## config.mk

```make
export PLATFORM = sky130hd
export DESIGN_NAME = lsu_access
export DESIGN_NICKNAME = d
export VERILOG_FILES = /design/src/rtl/lsu_access.sv
export SDC_FILE = /design/constraint.sdc
export NUM_CORES = 1
export LEC_CHECK = 0
export ABC_AREA = 1
export ABC_CLOCK_PERIOD_IN_PS = 8650
export CORE_AREA = 2 2 182 184
export DETAILED_ROUTE_END_ITERATION = 6
export DIE_AREA = 0 0 184 186
export PLACE_DENSITY_LB_ADDON = 0.3
export SYNTH_ARGS = -nofsm -noshare
export SYNTH_HDL_FRONTEND = slang
export SYNTH_SLANG_ARGS = --single-unit
```

## constraint.sdc

```tcl
create_clock -name clk -period 8.65 [get_ports clk]
set_input_delay 1.73 -clock clk [delete_from_list [all_inputs] [get_ports clk]]
set_output_delay 1.73 -clock clk [all_outputs]
set_load 0.02 [all_outputs]
```

## src/rtl/lsu_access.sv

```systemverilog
// Load/store unit: one 64-bit-aligned memory access in flight, byte-lane
// formatting for stores and sign/zero extension for loads.
module lsu_access #(
    parameter int ADDR_W = 64,
    parameter int DATA_W = 64
) (
    input  logic              clk,
    input  logic              rst,
    input  logic              req_valid,
    output logic              req_ready,
    input  logic              req_load,
    input  logic              req_store,
    input  logic [3:0]        req_wdt,
    input  logic              req_unsigned,
    input  logic [ADDR_W-1:0] req_addr,
    input  logic [DATA_W-1:0] req_wdata,
    input  logic [4:0]        req_rd,
    output logic              mem_req_valid,
    input  logic              mem_req_ready,
    output logic              mem_wen,
    output logic [ADDR_W-1:0] mem_addr,
    output logic [DATA_W-1:0] mem_wdata,
    output logic [7:0]        mem_wmask,
    input  logic              mem_resp_valid,
    input  logic [DATA_W-1:0] mem_rdata,
    output logic              wb_valid,
    output logic [4:0]        wb_rd,
    output logic [DATA_W-1:0] wb_data,
    output logic              misalign
);

    localparam logic [2:0] S_IDLE  = 3'd0;
    localparam logic [2:0] S_REQ   = 3'd1;
    localparam logic [2:0] S_RESP  = 3'd2;
    localparam logic [2:0] S_DONE  = 3'd3;
    localparam logic [2:0] S_FAULT = 3'd4;

    logic [2:0] state;
    logic [2:0] off_r;
    logic [3:0] wdt_r;
    logic       uns_r;
    logic       load_r;
    logic [4:0] rd_r;

    logic [2:0] req_off;
    logic       take;
    logic       legal;
    logic       aligned;

    function automatic logic is_aligned(input logic [3:0] wdt, input logic [2:0] off);
        is_aligned = wdt[0]
                   | (wdt[1] & ~off[0])
                   | (wdt[2] & (off[1:0] == 2'b00))
                   | (wdt[3] & (off == 3'b000));
    endfunction

    function automatic logic [7:0] store_mask(input logic [3:0] wdt, input logic [2:0] off);
        logic [7:0] base;
        base = 8'h00;
        case (1'b1)
            wdt[0]:  base = 8'h01;
            wdt[1]:  base = 8'h03;
            wdt[2]:  base = 8'h0F;
            wdt[3]:  base = 8'hFF;
            default: base = 8'h00;
        endcase
        store_mask = base << off;
    endfunction

    // Truncate the lane-shifted word to the access width, then extend.
    function automatic logic [DATA_W-1:0] extend_load(input logic [DATA_W-1:0] sh,
                                                      input logic [3:0] wdt,
                                                      input logic uns);
        logic [DATA_W-1:0] r;
        r = sh;
        case (1'b1)
            wdt[0]:  r = {{(DATA_W-8){sh[7] & ~uns}}, sh[7:0]};
            wdt[1]:  r = {{(DATA_W-16){sh[15] & ~uns}}, sh[15:0]};
            wdt[2]:  r = {{(DATA_W-32){sh[31] & ~uns}}, sh[31:0]};
            default: r = sh;
        endcase
        extend_load = r;
    endfunction

    assign req_off       = req_addr[2:0];
    assign req_ready     = (state == S_IDLE);
    assign mem_req_valid = (state == S_REQ);
    assign take          = req_valid & req_ready;
    assign legal         = (req_load ^ req_store) & $onehot(req_wdt);
    assign aligned       = is_aligned(req_wdt, req_off);

    always_ff @(posedge clk or posedge rst) begin
        if (rst) begin
            state     <= S_IDLE;
            wb_valid  <= 1'b0;
            misalign  <= 1'b0;
            wb_rd     <= '0;
            wb_data   <= '0;
            mem_wen   <= 1'b0;
            mem_wmask <= '0;
            mem_addr  <= '0;
            mem_wdata <= '0;
        end else begin
            wb_valid <= 1'b0;
            misalign <= 1'b0;
            case (state)
                S_IDLE: begin
                    if (take) begin
                        if (legal && aligned) begin
                            state     <= S_REQ;
                            mem_wen   <= req_store;
                            mem_addr  <= {req_addr[ADDR_W-1:3], 3'b000};
                            mem_wdata <= req_store ? (req_wdata << {req_off, 3'b000}) : '0;
                            mem_wmask <= req_store ? store_mask(req_wdt, req_off) : 8'h00;
                        end else begin
                            state    <= S_FAULT;
                            misalign <= 1'b1;
                        end
                    end
                end
                S_REQ: begin
                    if (mem_req_ready) state <= S_RESP;
                end
                S_RESP: begin
                    if (mem_resp_valid) begin
                        state    <= S_DONE;
                        wb_valid <= 1'b1;
                        wb_rd    <= load_r ? rd_r : 5'd0;
                        wb_data  <= load_r ? extend_load(mem_rdata >> {off_r, 3'b000}, wdt_r, uns_r) : '0;
                    end
                end
                S_DONE:  state <= S_IDLE;
                S_FAULT: state <= S_IDLE;
                default: state <= S_IDLE;
            endcase
        end
    end

    // Request attributes needed only at response time; no reset required.
    always_ff @(posedge clk) begin
        if (take) begin
            off_r  <= req_off;
            wdt_r  <= req_wdt;
            uns_r  <= req_unsigned;
            load_r <= req_load;
            rd_r   <= req_rd;
        end
    end

endmodule

```

# ---- Word-level counts from Yosys, hierarchy flattened
# Index checks and enable logic that the tools add are counted.
dict set report word_totals {
  register_bits 221
  out_inout_bits 210
  wordCells 71
}
dict set report op_classes {
  n_addsub 3
  n_eq_ne 6
  shift 3
  mux 24
  n_bitwise 14
  reduce_logical 7
}
# cell n
set op_table {}
lappend op_table {{$mux W64} 5}
lappend op_table {{$mux W8} 8}
lappend op_table {{$shl A64 B6 Y64} 1}
lappend op_table {{$shr A64 B6 Y64} 1}
lappend op_table {{$mux W3} 4}
lappend op_table {{$pmux W3 S3} 1}
lappend op_table {{$and A1 B1 Y1} 8}
lappend op_table {{$shl A8 B3 Y8} 1}
lappend op_table {{$eq A3 B1 Y1 const B} 2}
lappend op_table {{$logic_not A3 Y1} 2}
lappend op_table {{$reduce_and A3 Y1} 2}
lappend op_table {{$mux W1} 5}
lappend op_table {{$mux W5} 1}
lappend op_table {{$add A1 B1 Y2} 2}
lappend op_table {{$ne A2 B1 Y1 const B} 2}
lappend op_table {{$add A2 B2 Y3} 1}
lappend op_table {{$eq A3 B2 Y1 const B} 1}
lappend op_table {{$or A1 B1 Y1} 3}
lappend op_table {{$logic_not A2 Y1} 1}
lappend op_table {{$ne A2 B2 Y1 const B} 1}
lappend op_table {{$not A1 Y1} 2}
lappend op_table {{$reduce_and A2 Y1} 1}
lappend op_table {{$logic_and A1 B1 Y1} 1}
lappend op_table {{$xor A1 B1 Y1} 1}

# ---- Logic depth before layout (Yosys ltp)
dict set report depth {
  depth_word 11
  mapped_depth 14
  ltp_nobuf 13
}

# ---- Worst setup path after synthesis
# Ideal clock, no wire load.
dict set report synth_timing {
  path_type {input-to-reg}
  startpoint {input req_wdt[0]}
  endpoint {register mem_addr[10]}
  setup_time_ps 117
  t_arrival_ps 3804
  setup_slack_ps 4729
  cell_stages 13
  path_cell_list {inv_1 > fa_1 > inv_1 > ha_1 > ha_1 > nor4_1 > nand2_1 > nor2_4 > inv_2 > buf_2 > buf_2 > nand2_1 > nand2_1}
}
dict set report synth_via {
  elab_chain_len 6
  elab_cells_between_ends 9
  classes_between {add/sub: 2; eq/ne: 1; bitwise: 4; reduce/logical: 2}
}
# element line_no
set synth_rtl {}
lappend synth_rtl {{start: declaration} 13} ;# input logic [3:0] req_wdt,
lappend synth_rtl {{$add A1 B1 Y2 (not written as such)} 89} ;# assign legal = (req_load ^ req_store) & $onehot(req_wdt);
lappend synth_rtl {{$add A2 B2 Y3 (not written as such)} 89}
lappend synth_rtl {{$eq A3 B1 Y1} 89}
lappend synth_rtl {{$and A1 B1 Y1} 89}
lappend synth_rtl {{$logic_and A1 B1 Y1 (*)} 109} ;# if (legal && aligned) begin
lappend synth_rtl {{$reduce_and A3 Y1 (no line) (*)} --}
lappend synth_rtl {{end signal: assignment} 112} ;# mem_addr <= {req_addr[ADDR_W-1:3], 3'b000};
lappend synth_rtl {{end: declaration} 21} ;# output logic [ADDR_W-1:0] mem_addr,
# Every way passes the cells marked *; elsewhere a longest branch is shown, timed or not.
# A chain may end at the register's enable or synchronous reset.

# ---- Final worst setup path
dict set report layout_timing {
  startpoint {input req_wdt[0]}
  endpoint {register mem_addr[17]}
}
# The elaborated chain is that of the path after synthesis.

==> out/qor.csv <==
stage,metric,value,unit
logic_synthesis,synth_area_in_xor_xnor,0.0690,%
setup_path,critPathLaunchType,input port,
layout,filler_cell_count,3022,
floorplanning,design.core.area,32200,um2
status,status,"complete, no violations",
logic_synthesis,yosys.area_share.adder,0.355,%
clock_network,clockRootBuffer,sky130_fd_sc_hd__clkbuf_16,
logic_synthesis,synthArstFlopShare,94.1,%
timing,post-route-min-period,5.30,ns
min_path,whs_path_depth,1,
logic_synthesis,commonest_cells_in_the_netlist,"sky130_fd_sc_hd__nand2_1 (1,008), sky130_fd_sc_hd__dfrtp_1 (208), sky130_fd_sc_hd__o21ai_0 (132)",
clock_network,cts_tree,yes,
routing,total_via_count_after_detailed_routing,13700,
routing,antenna_violating_nets_post_route,0,
setup_path,timing_worst_setup_path_type,in2reg,
clock_network,cts_resized,0,
logic_synthesis,postSynthRegisterBits,221,
global_route,antenna_violations_before_repair,1,
layout,n_antenna_cell,0,
timing,finalSetupViolations,0,
routing,residual_drc_count,0,
logic_synthesis,synth.area.top_cells,"sky130_fd_sc_hd__dfrtp_1 (41%), sky130_fd_sc_hd__nand2_1 (30%), sky130_fd_sc_hd__o21ai_0 (5.2%)",
logic_synthesis,synth.lib_cells_used.distinct,40,
logic_synthesis,edff_count_synth,13,
global_route,via_count_of_the_first_global_routing_pass,13300,
logic_synthesis,post_syn_area_per_cell,6.82,um2
timing,post_route_fraction_of_the_period_consumed_by_the_critical_path,61.2,%
placed_design,place.port_buffers,415,
setup_path,rr_endpoint,wb_data[36]$_DFFE_PP0P_,
floorplanning,row_count,66,
global_route,grt_usage,27.2,%
pwr,power-per-cell-area,287,nW/um2
routing,routed_wl,47500,um
layout,total_area_of_multi_input_combinational_cells,6250,um2
flow_run,timing.max_cap.violations,0,
clock_network,worst_skew_pair.late_latency,0.54,ns
floorplanning,die_area,34200,um2
routing,drt_first_iter_violations,1162,
clock_network,ctsLongestPathBuffers,3,
setup_path,worst_r2r_startpoint,off_r[1]$_DFFE_PP_,
floorplanning,floorplan.initialDensity,39.4,%
global_route,global_route_wire_length_before_repair,72000,um
timing,fin_worst_hold_slack,0.463,ns
logic_synthesis,synth_ff_type,sky130_fd_sc_hd__dfrtp_1,
min_path,class_of_the_tightest_hold_or_removal_check,reg2reg,
pwr,irDropWorstVdd,146,uV
setup_path,end_kind,flip-flop,
timing,transition_time_at_the_pin_with_the_least_slew_margin,1.15,ns
layout,drive_above_1_share,3.89,%
layout,final_design_area_no_fill,17800,um2
setup_path,crit_fanout,111,
floorplanning,die_width,184,um
min_path,whs_endpoint,wb_rd[2]$_DFFE_PP0P_,
placed_design,gpl.final_weighted_congestion,0.966,
logic_synthesis,post-synth-top-area-fraction,41.0,%
logic_synthesis,yosys.area.top_type,sky130_fd_sc_hd__dfrtp_1,
global_route,grt-ovfl-total,0,
routing,routed_wire_length_per_instance,18.1,um
setup_path,r2r_slack,5.44,ns
layout,sequential_cell_area,5600,um2
pwr,leakage,0.00879,uW
clock_network,cts_inserted_buffers,26,
logic_synthesis,ys_warn_count,0,
min_path,startpoint_of_the_worst_hold_path,rd_r[2]$_DFFE_PP_,
logic_synthesis,synth_simple_gate_area_share,36.7,%
logic_synthesis,postSynthCellCount,1859,
logic_synthesis,main_combinational_cell_family_by_area_after_synthesis,simple AND/OR/NAND/NOR gates,
timing,hold_viol,0,
placed_design,hpwl,33800,um
logic_synthesis,synth-compound-area-share,9.94,%
layout,number_of_nets_in_the_layout,2403,
logic_synthesis,synthMuxAreaShare,2.05,%
clock_network,clkSinkCount,221,
timing,worst_clock_skew,0.0123,ns
placed_design,placed_area,16900,um2
timing,setup_tns,0,ns
logic_synthesis,mappedNetlistArea,12700,um2
clock_network,cts_htree_levels,1,
setup_path,path_depth_of_the_worst_reg2reg_path,13,
global_route,grt_max_degree,139,
timing,achievable_freq,189,MHz
timing,final-max-slew-violation-count,0,
floorplanning,design.portCount,419,
setup_path,endpoint_arrival_time_on_the_critical_path,5.72,ns
timing,max_slew_margin,22.9,%
timing,rsz0062_at_grt,no,
clock_network,path_clk_slew,0.06,ns
logic_synthesis,synth_most_common_cell,sky130_fd_sc_hd__nand2_1,
floorplanning,dieHeight,186,um
clock_network,cts.hold.buffers_added,0,
setup_path,timing.critical_path.required,9.07,ns
routing,detailedRoute.firstPassIterationCount,6,
clock_network,post_cts.repair.setup_buffers,0,
routing,detail_route.vias_per_cell,5.24,
logic_synthesis,seq_area_frac_synth,44.1,%
layout,area_growth_syn_to_layout,40.5,%
==> routing by layer <==
metal	part of all wire, %	vias to the layer above	GRT usage (%)
li1	-	6536	-
met1	38	6440	32.7
met2	49	619	47.0
met3	7.9	123	5.65
met4	4.5	2	12.1
met5	0.027	-	0
==> worst max-delay path, cell delays in order <==
cell                              delay [ns]
sky130_fd_sc_hd__clkdlybuf4s50_1        0.52
sky130_fd_sc_hd__inv_1                  0.11
sky130_fd_sc_hd__fa_1                   0.54
sky130_fd_sc_hd__inv_1                  0.04
sky130_fd_sc_hd__ha_1                   0.17
sky130_fd_sc_hd__ha_1                   0.28
sky130_fd_sc_hd__nor4_1                 0.26
sky130_fd_sc_hd__nand2_1                0.17
sky130_fd_sc_hd__nor2_4                 0.10
sky130_fd_sc_hd__buf_4                  0.51
sky130_fd_sc_hd__inv_4                  0.36
sky130_fd_sc_hd__buf_4                  0.53
sky130_fd_sc_hd__nand2_1                0.22
sky130_fd_sc_hd__nand2_1                0.08
==> cell type report <==
type | instances | share of cell area, %
repair buffers | 434 | 24.1
well taps | 408 | 2.86
inverters | 66 | 1.45
clock inverters | 12 | 0.997
flip-flops and latches | 221 | 31.4
multi-input cells | 1442 | 35.1
clock buffers | 36 | 4.14
==> sequential cells by signal (all words and copies together), names as in the netlist <==
name / cells
wdt_r: 3
wb_rd: 5
mem_wen: 1
state: 3
wb_data: 64
mem_addr: 61
wb_valid: 1
load_r: 1
off_r: 3
rd_r: 5
misalign: 1
mem_wmask: 8
mem_wdata: 64
uns_r: 1
==> through the flow <==
step | total power, uW | util (%) | setup WS (ns) | std cells
3_5_place_dp | 3950 | 52.5 | 2.77 | 2571
4_1_cts | 5150 | 55.3 | 3.34 | 2619
3_3_place_gp | 3920 | 52.5 | 2.86 | 2571
2_1_floorplan | 2820 | - | 1.24 | 1861
5_1_grt | 5430 | 55.3 | 3.06 | 2619
6_report | 5120 | 55.3 | 3.35 | 2619
==> power breakdown <==
part	internal (uW)	switching (uW)
logic	980	1310
clock network	718	468
registers	1410	238
total	3110	2010
==> layout by cell type, fill, tap and decap left out, drive strengths merged, types with 3 or more instances in the layout <==
cell type and count:
nand2 1008, clkdlybuf4s50 414, dfrtp 208, o21ai 143, nand3 108, inv 63
nor2 56, clkbuf 36, mux2i 26, a21oi 25, o211ai 21, buf 20
edfxtp 13, or2 11, clkinv 10, a22o 6, o221ai 5, a32o 5
o31ai 5, o22ai 4, bufinv 4, a22oi 3, conb 3
==> kinds of logic (layout without fill, tap and decap cells) <==
kind of cell	Yosys count	in the layout
adders and majority gates	3	3
muxes	26	26
DFF	221	221
other	1	3
xor gates and xnor gates	1	1
AOI/OAI and AO/OA	220	220
buffers and inverters	198	548
and+or+nand+nor	1189	1189
==> how the worst max path moves through the flow <==
stage               startpoint                        end  slack [ns]  cells after the start
floorplan                  rst   mem_addr[10]$_DFFE_PP0P_        1.24                      1
global placement    req_wdt[0]   mem_wdata[6]$_DFFE_PP0P_        2.86                     14
detailed placement  req_wdt[0]   mem_wdata[6]$_DFFE_PP0P_        2.77                     14
CTS                 req_wdt[0]  mem_wdata[39]$_DFFE_PP0P_        3.34                     14
global route        req_wdt[0]   mem_wdata[4]$_DFFE_PP0P_        3.06                     14
finish              req_wdt[0]   mem_addr[17]$_DFFE_PP0P_        3.35                     14
Power figures use the tool's default switching activity.
